<file path="config.mk">
export PLATFORM = sky130hd
export DESIGN_NAME = axi_rd_responder_flat
export DESIGN_NICKNAME = d
export VERILOG_FILES = /design/src/rtl/axi_rd_pkg.sv /design/src/rtl/axi_rd_responder_if.sv /design/src/rtl/axi_rd_buf2.sv /design/src/rtl/axi_rd_responder.sv /design/src/flat_wrapper.sv
export SDC_FILE = /design/constraint.sdc
export NUM_CORES = 1
export LEC_CHECK = 0
export BUFFER_PORTS_ARGS = -buffer_cell sky130_fd_sc_hd__buf_2
export CORE_MARGIN = 5
export CORE_UTILIZATION = 40
export CTS_CLUSTER_SIZE = 20
export DETAILED_ROUTE_END_ITERATION = 12
export GPL_TIMING_DRIVEN = 1
export REMOVE_ABC_BUFFERS = 1
export SLEW_MARGIN = 5
export SYNTH_ARGS = -nofsm -noshare
export SYNTH_HDL_FRONTEND = slang
export SYNTH_SLANG_ARGS = --single-unit
</file>
<file path="constraint.sdc">
create_clock -name clk -period 4.2 [get_ports clk]
set_input_delay 0.42 -clock clk [delete_from_list [all_inputs] [get_ports clk]]
set_output_delay 0.42 -clock clk [all_outputs]
set_load 0.02 [all_outputs]
</file>
<file path="src/rtl/axi_rd_pkg.sv">
// Shared definitions for the AXI4 read responder.
// Contents: burst type and response encodings, the responder state enum,
// and next_addr(), which steps a byte address by one beat for any burst type.
package axi_rd_pkg;

    typedef enum logic [1:0] {
        BURST_FIXED = 2'd0,
        BURST_INCR  = 2'd1,
        BURST_WRAP  = 2'd2,
        BURST_RSVD  = 2'd3
    } burst_e;

    typedef enum logic [1:0] {
        RESP_OKAY   = 2'd0,
        RESP_SLVERR = 2'd2
    } resp_e;

    typedef enum logic {
        ST_IDLE  = 1'b0,
        ST_BURST = 1'b1
    } state_e;

    // Address arithmetic is done at this width; callers cast in and out.
    localparam int NA_W = 32;

    // Address of the beat that follows 'addr'. A WRAP window is aligned to its
    // own size, so the boundary computed from any address inside the window
    // matches the one computed from the burst start address.
    function automatic logic [NA_W-1:0] next_addr(input logic [NA_W-1:0] addr,
                                                  input logic [1:0]      burst,
                                                  input logic [7:0]      len,
                                                  input logic [2:0]      size);
        logic [NA_W-1:0] inc;
        logic [NA_W-1:0] win;
        logic [NA_W-1:0] base;
        inc  = NA_W'(1) << size;
        win  = (NA_W'(len) + NA_W'(1)) << size;
        base = addr & ~(win - NA_W'(1));
        case (burst)
            BURST_INCR: next_addr = addr + inc;
            BURST_WRAP: next_addr = base | ((addr + inc) & (win - NA_W'(1)));
            default:    next_addr = addr;
        endcase
    endfunction

endpackage

</file>
<file path="src/rtl/axi_rd_responder_if.sv">
// AXI4 read-address and read-data channel bundle.
// master: drives AR request fields, arvalid and rready.
// slave : drives arready and the R beat (rdata, rresp, rlast, rvalid).
interface axi_rd_responder_if #(
    parameter int ADDR_WIDTH = 16,
    parameter int DATA_WIDTH = 32
);
    logic [ADDR_WIDTH-1:0] araddr;
    logic [1:0]            arburst;
    logic [7:0]            arlen;
    logic [2:0]            arsize;
    logic                  arvalid;
    logic                  arready;
    logic [DATA_WIDTH-1:0] rdata;
    logic [1:0]            rresp;
    logic                  rlast;
    logic                  rvalid;
    logic                  rready;

    modport master (
        output araddr, arburst, arlen, arsize, arvalid, rready,
        input  arready, rdata, rresp, rlast, rvalid
    );

    modport slave (
        input  araddr, arburst, arlen, arsize, arvalid, rready,
        output arready, rdata, rresp, rlast, rvalid
    );
endinterface

</file>
<file path="src/rtl/axi_rd_buf2.sv">
// Two-entry FIFO holding R beats ({data, resp, last}).
// Ports: clk, rst (sync, active-high, clears pointers/occupancy),
// push_i/din_i write side, pop_i/dout_o read side (dout_o is the head entry),
// full_o/empty_o status. Push together with pop on a full buffer is accepted.
module axi_rd_buf2 #(
    parameter int W = 35
) (
    input  logic         clk,
    input  logic         rst,
    input  logic         push_i,
    input  logic [W-1:0] din_i,
    input  logic         pop_i,
    output logic [W-1:0] dout_o,
    output logic         full_o,
    output logic         empty_o
);
    logic [W-1:0] ent_q [2];
    logic         wptr_q;
    logic         rptr_q;
    logic [1:0]   cnt_q;
    logic         do_push;
    logic         do_pop;

    assign empty_o = (cnt_q == 2'd0);
    assign full_o  = (cnt_q == 2'd2);
    assign do_pop  = pop_i && !empty_o;
    assign do_push = push_i && (!full_o || do_pop);
    assign dout_o  = ent_q[rptr_q];

    always_ff @(posedge clk) begin
        if (rst) begin
            wptr_q <= 1'b0;
            rptr_q <= 1'b0;
            cnt_q  <= 2'd0;
        end else begin
            if (do_push) wptr_q <= ~wptr_q;
            if (do_pop)  rptr_q <= ~rptr_q;
            case ({do_push, do_pop})
                2'b10:   cnt_q <= cnt_q + 2'd1;
                2'b01:   cnt_q <= cnt_q - 2'd1;
                default: cnt_q <= cnt_q;
            endcase
        end
    end

    // Payload storage carries no reset; occupancy alone defines validity.
    always_ff @(posedge clk) begin
        if (do_push) ent_q[wptr_q] <= din_i;
    end
endmodule

</file>
<file path="src/rtl/axi_rd_responder.sv">
// AXI4 read-channel slave serving one burst at a time from a synchronous
// single-port memory (read data arrives the cycle after mem_ren).
// Ports: clk, rst (sync, active-high); s_axi (AR/R channels, slave modport);
// mem_ren/mem_raddr word read request; mem_rdata returned word.
// FIXED, INCR and WRAP bursts are supported; malformed requests return
// arlen+1 SLVERR beats with zero data and never touch the memory.
module axi_rd_responder
    import axi_rd_pkg::*;
#(
    parameter int ADDR_WIDTH = 16,
    parameter int DATA_WIDTH = 32,
    parameter int MEM_AW     = ADDR_WIDTH - $clog2(DATA_WIDTH / 8)
) (
    input  logic                  clk,
    input  logic                  rst,
    axi_rd_responder_if.slave     s_axi,
    output logic                  mem_ren,
    output logic [MEM_AW-1:0]     mem_raddr,
    input  logic [DATA_WIDTH-1:0] mem_rdata
);
    localparam int         BYTE_SH  = $clog2(DATA_WIDTH / 8);
    localparam logic [2:0] MAX_SIZE = 3'(BYTE_SH);
    localparam int         PW       = DATA_WIDTH + 3;

    state_e                state_q;
    logic [ADDR_WIDTH-1:0] addr_q;
    logic [ADDR_WIDTH-1:0] addr_d;
    logic [1:0]            burst_q;
    logic [7:0]            len_q;
    logic [2:0]            size_q;
    logic                  err_q;
    logic [8:0]            issued_q;
    logic                  inflight_q;
    logic                  inflight_last_q;

    logic                  ar_hs;
    logic                  ar_err;
    logic                  issue;
    logic                  pop;
    logic                  last_hs;
    logic [2:0]            occ_sum;
    logic [1:0]            occ;
    logic                  buf_full;
    logic                  buf_empty;
    logic [PW-1:0]         buf_din;
    logic [PW-1:0]         buf_dout;
    resp_e                 push_resp;

    assign s_axi.arready = (state_q == ST_IDLE) && !rst;
    assign ar_hs         = s_axi.arready && s_axi.arvalid;

    assign ar_err = (s_axi.arburst == BURST_RSVD) ||
                    (s_axi.arsize > MAX_SIZE) ||
                    ((s_axi.arburst == BURST_WRAP) &&
                     !((s_axi.arlen == 8'd1) || (s_axi.arlen == 8'd3) ||
                       (s_axi.arlen == 8'd7) || (s_axi.arlen == 8'd15)));

    // Credit check: entries held plus the read in flight, less the beat
    // leaving this cycle, must leave room for one more.
    assign occ     = buf_full ? 2'd2 : (buf_empty ? 2'd0 : 2'd1);
    assign pop     = s_axi.rvalid && s_axi.rready;
    assign occ_sum = 3'(occ) + 3'(inflight_q) - 3'(pop);
    assign issue   = !rst && (state_q == ST_BURST) &&
                     (issued_q <= {1'b0, len_q}) && (occ_sum < 3'd2);

    // Errored bursts still consume issue slots so their beats keep cadence.
    assign mem_ren   = issue && !err_q;
    assign mem_raddr = addr_q[ADDR_WIDTH-1:BYTE_SH];
    assign addr_d    = ADDR_WIDTH'(next_addr(NA_W'(addr_q), burst_q, len_q, size_q));

    always_ff @(posedge clk) begin
        if (rst) begin
            state_q         <= ST_IDLE;
            err_q           <= 1'b0;
            issued_q        <= 9'd0;
            inflight_q      <= 1'b0;
            inflight_last_q <= 1'b0;
        end else begin
            inflight_q      <= issue;
            inflight_last_q <= issue && (issued_q == {1'b0, len_q});
            case (state_q)
                ST_IDLE: begin
                    if (ar_hs) begin
                        state_q  <= ST_BURST;
                        err_q    <= ar_err;
                        issued_q <= 9'd0;
                    end
                end
                ST_BURST: begin
                    if (issue)   issued_q <= issued_q + 9'd1;
                    if (last_hs) state_q  <= ST_IDLE;
                end
                default: state_q <= ST_IDLE;
            endcase
        end
    end

    always_ff @(posedge clk) begin
        if (ar_hs) begin
            addr_q  <= s_axi.araddr;
            burst_q <= s_axi.arburst;
            len_q   <= s_axi.arlen;
            size_q  <= s_axi.arsize;
        end else if (issue) begin
            addr_q  <= addr_d;
        end
    end

    assign push_resp = err_q ? RESP_SLVERR : RESP_OKAY;
    assign buf_din   = {(err_q ? {DATA_WIDTH{1'b0}} : mem_rdata), push_resp, inflight_last_q};

    axi_rd_buf2 #(.W(PW)) u_buf (
        .clk     (clk),
        .rst     (rst),
        .push_i  (inflight_q),
        .din_i   (buf_din),
        .pop_i   (pop),
        .dout_o  (buf_dout),
        .full_o  (buf_full),
        .empty_o (buf_empty)
    );

    // Outputs read as zero whenever no beat is held.
    assign s_axi.rvalid = !buf_empty;
    assign s_axi.rdata  = buf_empty ? '0 : buf_dout[PW-1:3];
    assign s_axi.rresp  = buf_empty ? 2'd0 : buf_dout[2:1];
    assign s_axi.rlast  = !buf_empty && buf_dout[0];
    assign last_hs      = pop && s_axi.rlast;
endmodule

</file>
<file path="src/flat_wrapper.sv">
// flat-port wrapper written by rule: the top's interface ports become plain ports
module axi_rd_responder_flat import axi_rd_pkg::*;
#(
    parameter int ADDR_WIDTH = 16,
    parameter int DATA_WIDTH = 32,
    parameter int MEM_AW     = ADDR_WIDTH - $clog2(DATA_WIDTH / 8)
)
  (clk, rst, mem_ren, mem_raddr, mem_rdata, s_axi_araddr, s_axi_arburst, s_axi_arlen, s_axi_arsize, s_axi_arvalid, s_axi_rready, s_axi_arready, s_axi_rdata, s_axi_rresp, s_axi_rlast, s_axi_rvalid);
  axi_rd_responder_if #(.ADDR_WIDTH(ADDR_WIDTH), .DATA_WIDTH(DATA_WIDTH)) s_axi_i ();
  input  logic clk;
  input  logic rst;
  output logic mem_ren;
  output logic [MEM_AW-1:0] mem_raddr;
  input  logic [DATA_WIDTH-1:0] mem_rdata;
  input wire logic [$bits(s_axi_i.araddr)-1:0] s_axi_araddr;
  input wire logic [$bits(s_axi_i.arburst)-1:0] s_axi_arburst;
  input wire logic [$bits(s_axi_i.arlen)-1:0] s_axi_arlen;
  input wire logic [$bits(s_axi_i.arsize)-1:0] s_axi_arsize;
  input wire logic [$bits(s_axi_i.arvalid)-1:0] s_axi_arvalid;
  input wire logic [$bits(s_axi_i.rready)-1:0] s_axi_rready;
  output wire logic [$bits(s_axi_i.arready)-1:0] s_axi_arready;
  output wire logic [$bits(s_axi_i.rdata)-1:0] s_axi_rdata;
  output wire logic [$bits(s_axi_i.rresp)-1:0] s_axi_rresp;
  output wire logic [$bits(s_axi_i.rlast)-1:0] s_axi_rlast;
  output wire logic [$bits(s_axi_i.rvalid)-1:0] s_axi_rvalid;
  assign s_axi_i.araddr = s_axi_araddr;
  assign s_axi_i.arburst = s_axi_arburst;
  assign s_axi_i.arlen = s_axi_arlen;
  assign s_axi_i.arsize = s_axi_arsize;
  assign s_axi_i.arvalid = s_axi_arvalid;
  assign s_axi_i.rready = s_axi_rready;
  assign s_axi_arready = s_axi_i.arready;
  assign s_axi_rdata = s_axi_i.rdata;
  assign s_axi_rresp = s_axi_i.rresp;
  assign s_axi_rlast = s_axi_i.rlast;
  assign s_axi_rvalid = s_axi_i.rvalid;
  axi_rd_responder #(.ADDR_WIDTH(ADDR_WIDTH), .DATA_WIDTH(DATA_WIDTH), .MEM_AW(MEM_AW)) u_core (.clk(clk), .rst(rst), .s_axi(s_axi_i), .mem_ren(mem_ren), .mem_raddr(mem_raddr), .mem_rdata(mem_rdata));
endmodule
</file>
==> results.cfg <==
[timing]
hold_viol = 0
fmax_ghz = 0.283
grt_setup_unrepaired = false
finalSetupTns_ps = 0
worst_slew_margin_rel = 0.262
holdWs_ps = 196
timing_max_transition_violations_final = 0
setup-violations-final = 0
period_minus_slack_ps = 3530
worst_clock_skew_ps = 11.2
timing_worst_slew_pin_value_ps = 1110
setup_slack_ps = 666
min_period_over_period = 0.841

[floorplan]
initial_core_utilization = 0.403
floorplan.io_pins = 117
rows = 48
die_h_microns = 141
floorplan.die.width_microns = 141
fp.coreArea_sq_mm = 0.0171
die_area_sq_mm = 0.0200

[pwr]
finalPower_mw = 4.15
power_frac_comb = 0.282
power.density_cell_area_mw_per_mm2 = 509
max-vdd-ir-drop_mv = 0.281
power.internal_mw = 2.73
p_switching_mw = 1.42
clock_power_share = 0.348
power.sequential.fraction = 0.371
power.switching_fraction = 0.342
static-leakage-power_nw = 3.28

[final_layout]
layout.cells.most_common_list = 115 x sky130_fd_sc_hd__buf_2, 106 x sky130_fd_sc_hd__nor2_1, 97 x sky130_fd_sc_hd__edfxtp_1
area_growth_syn_to_layout_pct = 18.5
antenna_cells_inserted = 0
final_common_cell = sky130_fd_sc_hd__buf_2
drive_gt1_frac = 0.218
nNetsFinal = 874

[route]
final_routed_wirelength_across_all_metal_layers_mm = 17.5
vias = 5488
drt-wirelength-per-cell_microns = 17.1
first_iter_violations = 452
viasPerCell = 5.36
post_route_ant_nets = 0
remaining_drc_errors = 0
dr.pass1.iters = 5

[critical_path]
critPathCaptureType = register
r2r_setup_slack_ps = 670
reg2regPathDepth = 14
worst_ep_arrival_time_ps = 3650
critical_path_required_ps = 4320
startpoint_to_endpoint_class_of_the_critical_path = register to register
worstPathMaxFanout = 14
critical_path.reg2reg.startpoint = u_core.size_q[1]
start_point_of_the_critical_path = u_core.size_q[1]
crit_path_start_kind = register

[global_route]
grt-ovfl-total = 0
fraction_of_met2_tracks_used_by_global_routing = 0.288
grt_pass1_vias = 5609
grt_start_max_net_pins = 35
grt-busiest-layer = met2
grt_pass1_wl_mm = 28.4
grtUsageTotal = 0.178
globalRouteMet1Util = 0.233
met3_layer_usage_reported_by_global_route = 0.0475
initial_antenna_violation_count = 0

[cts]
tritoncts = yes
post-cts-setup-buffer-count = 0
cts.reportedPaths.clkPinSlew_ps = 60
number_of_levels_in_the_clock_h_tree = 4
cts_repair_resize_count = 0
tritoncts_num_sinks = 115
count_of_hold_fix_buffers_inserted_at_cts = 0
clock-root-buffer = sky130_fd_sc_hd__clkbuf_16
clockBufferDepth = 2
numCtsBuffers = 17
clk-insertion-delay-late_ps = 410

[synth]
postSynth.asyncResetShare = 0
synth_cell_type_count = 68
syn_area_per_cell_sq_um = 9.93
yosys-top-cells-area = sky130_fd_sc_hd__edfxtp_1 42%, sky130_fd_sc_hd__nor2_1 5.9%, sky130_fd_sc_hd__mux2i_1 5.8%
ys_ff_latch = 115
synth_flop_cell = sky130_fd_sc_hd__edfxtp_1
ys_warn_count = 0
yosysSeqAreaShare = 0.475
synth_area_leader_cell = sky130_fd_sc_hd__edfxtp_1
number_of_synthesized_flops_with_an_enable_pin = 97
synthesis.area_sq_mm = 0.00689
synth_top_area_frac = 0.423
synthCells = 694

[run_status]
run_status = completed

[min_path]
type_of_the_tightest_min_delay_check = primary input to register

[flow_run]
cap_violations = 0

[placed_design]
detailedPlace.worstSlack_ps = 744
gp_congestion = 0.968
portBuffers = 115
hpwlAfterDp_mm = 12.8
layout make-up:
cell class | count | area (sq um)
Inverter | 28 | 105
Tap cell | 225 | 282
Clock buffer | 17 | 425
Clock inverter | 15 | 171
Timing Repair Buffer | 126 | 658
Sequential cell | 115 | 3270
Fill cell | 1602 | 8950
Multi-Input combinational cell | 497 | 3250
worst min path at each step:
stage                                 from                  endpoint  slack [ps]  cells past startpoint
floorplan           u_core.inflight_last_q  u_core.u_buf.ent_q[0][0]         400                      0
global placement    u_core.inflight_last_q  u_core.u_buf.ent_q[0][0]         410                      0
detailed placement  u_core.inflight_last_q  u_core.u_buf.ent_q[1][0]         430                      0
CTS                         s_axi_arlen[3]           u_core.len_q[3]         180                      1
global route                s_axi_arlen[5]           u_core.len_q[5]         180                      1
finish                      s_axi_arlen[3]           u_core.len_q[3]         200                      1
worst max-delay path, cell delays in order, from the launching register on:
cell,delay [ps]
sky130_fd_sc_hd__edfxtp_1,620
sky130_fd_sc_hd__or2_2,440
sky130_fd_sc_hd__nor2_1,120
sky130_fd_sc_hd__ha_1,180
sky130_fd_sc_hd__inv_1,60
sky130_fd_sc_hd__fa_1,370
sky130_fd_sc_hd__nor2b_1,150
sky130_fd_sc_hd__o21ai_0,110
sky130_fd_sc_hd__a21boi_0,250
sky130_fd_sc_hd__o21ai_0,170
sky130_fd_sc_hd__a21oi_1,310
sky130_fd_sc_hd__nand3_1,140
sky130_fd_sc_hd__xnor2_1,140
sky130_fd_sc_hd__nor2_1,110
sky130_fd_sc_hd__a211oi_2,60
cells by family after synthesis:
group / Yosys count / synth area share
compound gates: 123 / 0.120
xor+xnor: 36 / 0.0457
fa+ha+maj: 24 / 0.0457
buf+inv: 82 / 0.0563
flops: 115 / 0.475
mux: 41 / 0.0597
other cells: 1 / 0.000544
simple gates: 272 / 0.197
cell usage after synthesis (2+ instances only):
cell	count
sky130_fd_sc_hd__edfxtp_1	97
sky130_fd_sc_hd__nand4_1	11
sky130_fd_sc_hd__a31oi_1	12
sky130_fd_sc_hd__a2bb2oi_1	3
sky130_fd_sc_hd__xnor2_1	20
sky130_fd_sc_hd__and2_1	3
sky130_fd_sc_hd__or3_1	4
sky130_fd_sc_hd__nor2b_1	41
sky130_fd_sc_hd__fa_1	2
sky130_fd_sc_hd__nor4_1	4
sky130_fd_sc_hd__mux2i_1	40
sky130_fd_sc_hd__inv_1	26
sky130_fd_sc_hd__a2111oi_0	4
sky130_fd_sc_hd__a311oi_1	3
sky130_fd_sc_hd__nand3_1	11
sky130_fd_sc_hd__and3_1	11
sky130_fd_sc_hd__buf_2	7
sky130_fd_sc_hd__buf_1	4
sky130_fd_sc_hd__nand2_1	39
sky130_fd_sc_hd__nand3b_1	2
sky130_fd_sc_hd__or4_1	2
sky130_fd_sc_hd__or3b_2	2
sky130_fd_sc_hd__nand2b_1	4
sky130_fd_sc_hd__buf_4	19
sky130_fd_sc_hd__ha_1	22
sky130_fd_sc_hd__a211oi_1	8
sky130_fd_sc_hd__nor3_1	17
sky130_fd_sc_hd__clkbuf_1	24
sky130_fd_sc_hd__a32o_1	2
sky130_fd_sc_hd__o211ai_1	3
sky130_fd_sc_hd__a211o_1	5
sky130_fd_sc_hd__xor2_1	16
sky130_fd_sc_hd__a221oi_1	5
sky130_fd_sc_hd__a21oi_1	28
sky130_fd_sc_hd__o21ai_0	26
sky130_fd_sc_hd__a21o_1	7
sky130_fd_sc_hd__nand4b_1	2
sky130_fd_sc_hd__nor2_1	109
sky130_fd_sc_hd__o21a_1	2
sky130_fd_sc_hd__dfxtp_1	18
sky130_fd_sc_hd__or2_2	2
power by group through the flow:
stage	combinational [mW]	sequential, mW	clock (mW)
after floorplan	0.772	1.56	0
after global placement	1.16	1.56	0
after detailed placement	1.18	1.56	0
after CTS	1.19	1.54	1.48
after global routing	1.29	1.56	1.54
final	1.17	1.54	1.44
metrics by stage:
step | utilization | std cells | instance area, sq um
floorplan | - | 640 | 6610
global placement | 0.442 | 991 | 7570
detailed placement | 0.442 | 991 | 7570
CTS | 0.477 | 1023 | 8170
global route | 0.477 | 1023 | 8170
finish | 0.477 | 1023 | 8170
metal layers:
layer | up-vias | wire, microns
li1 | 2670 | -
met1 | 2621 | 7790
met2 | 181 | 8210
met3 | 16 | 1200
met4 | 0 | 296
met5 | - | 0
Power figures use the tool's default switching activity.
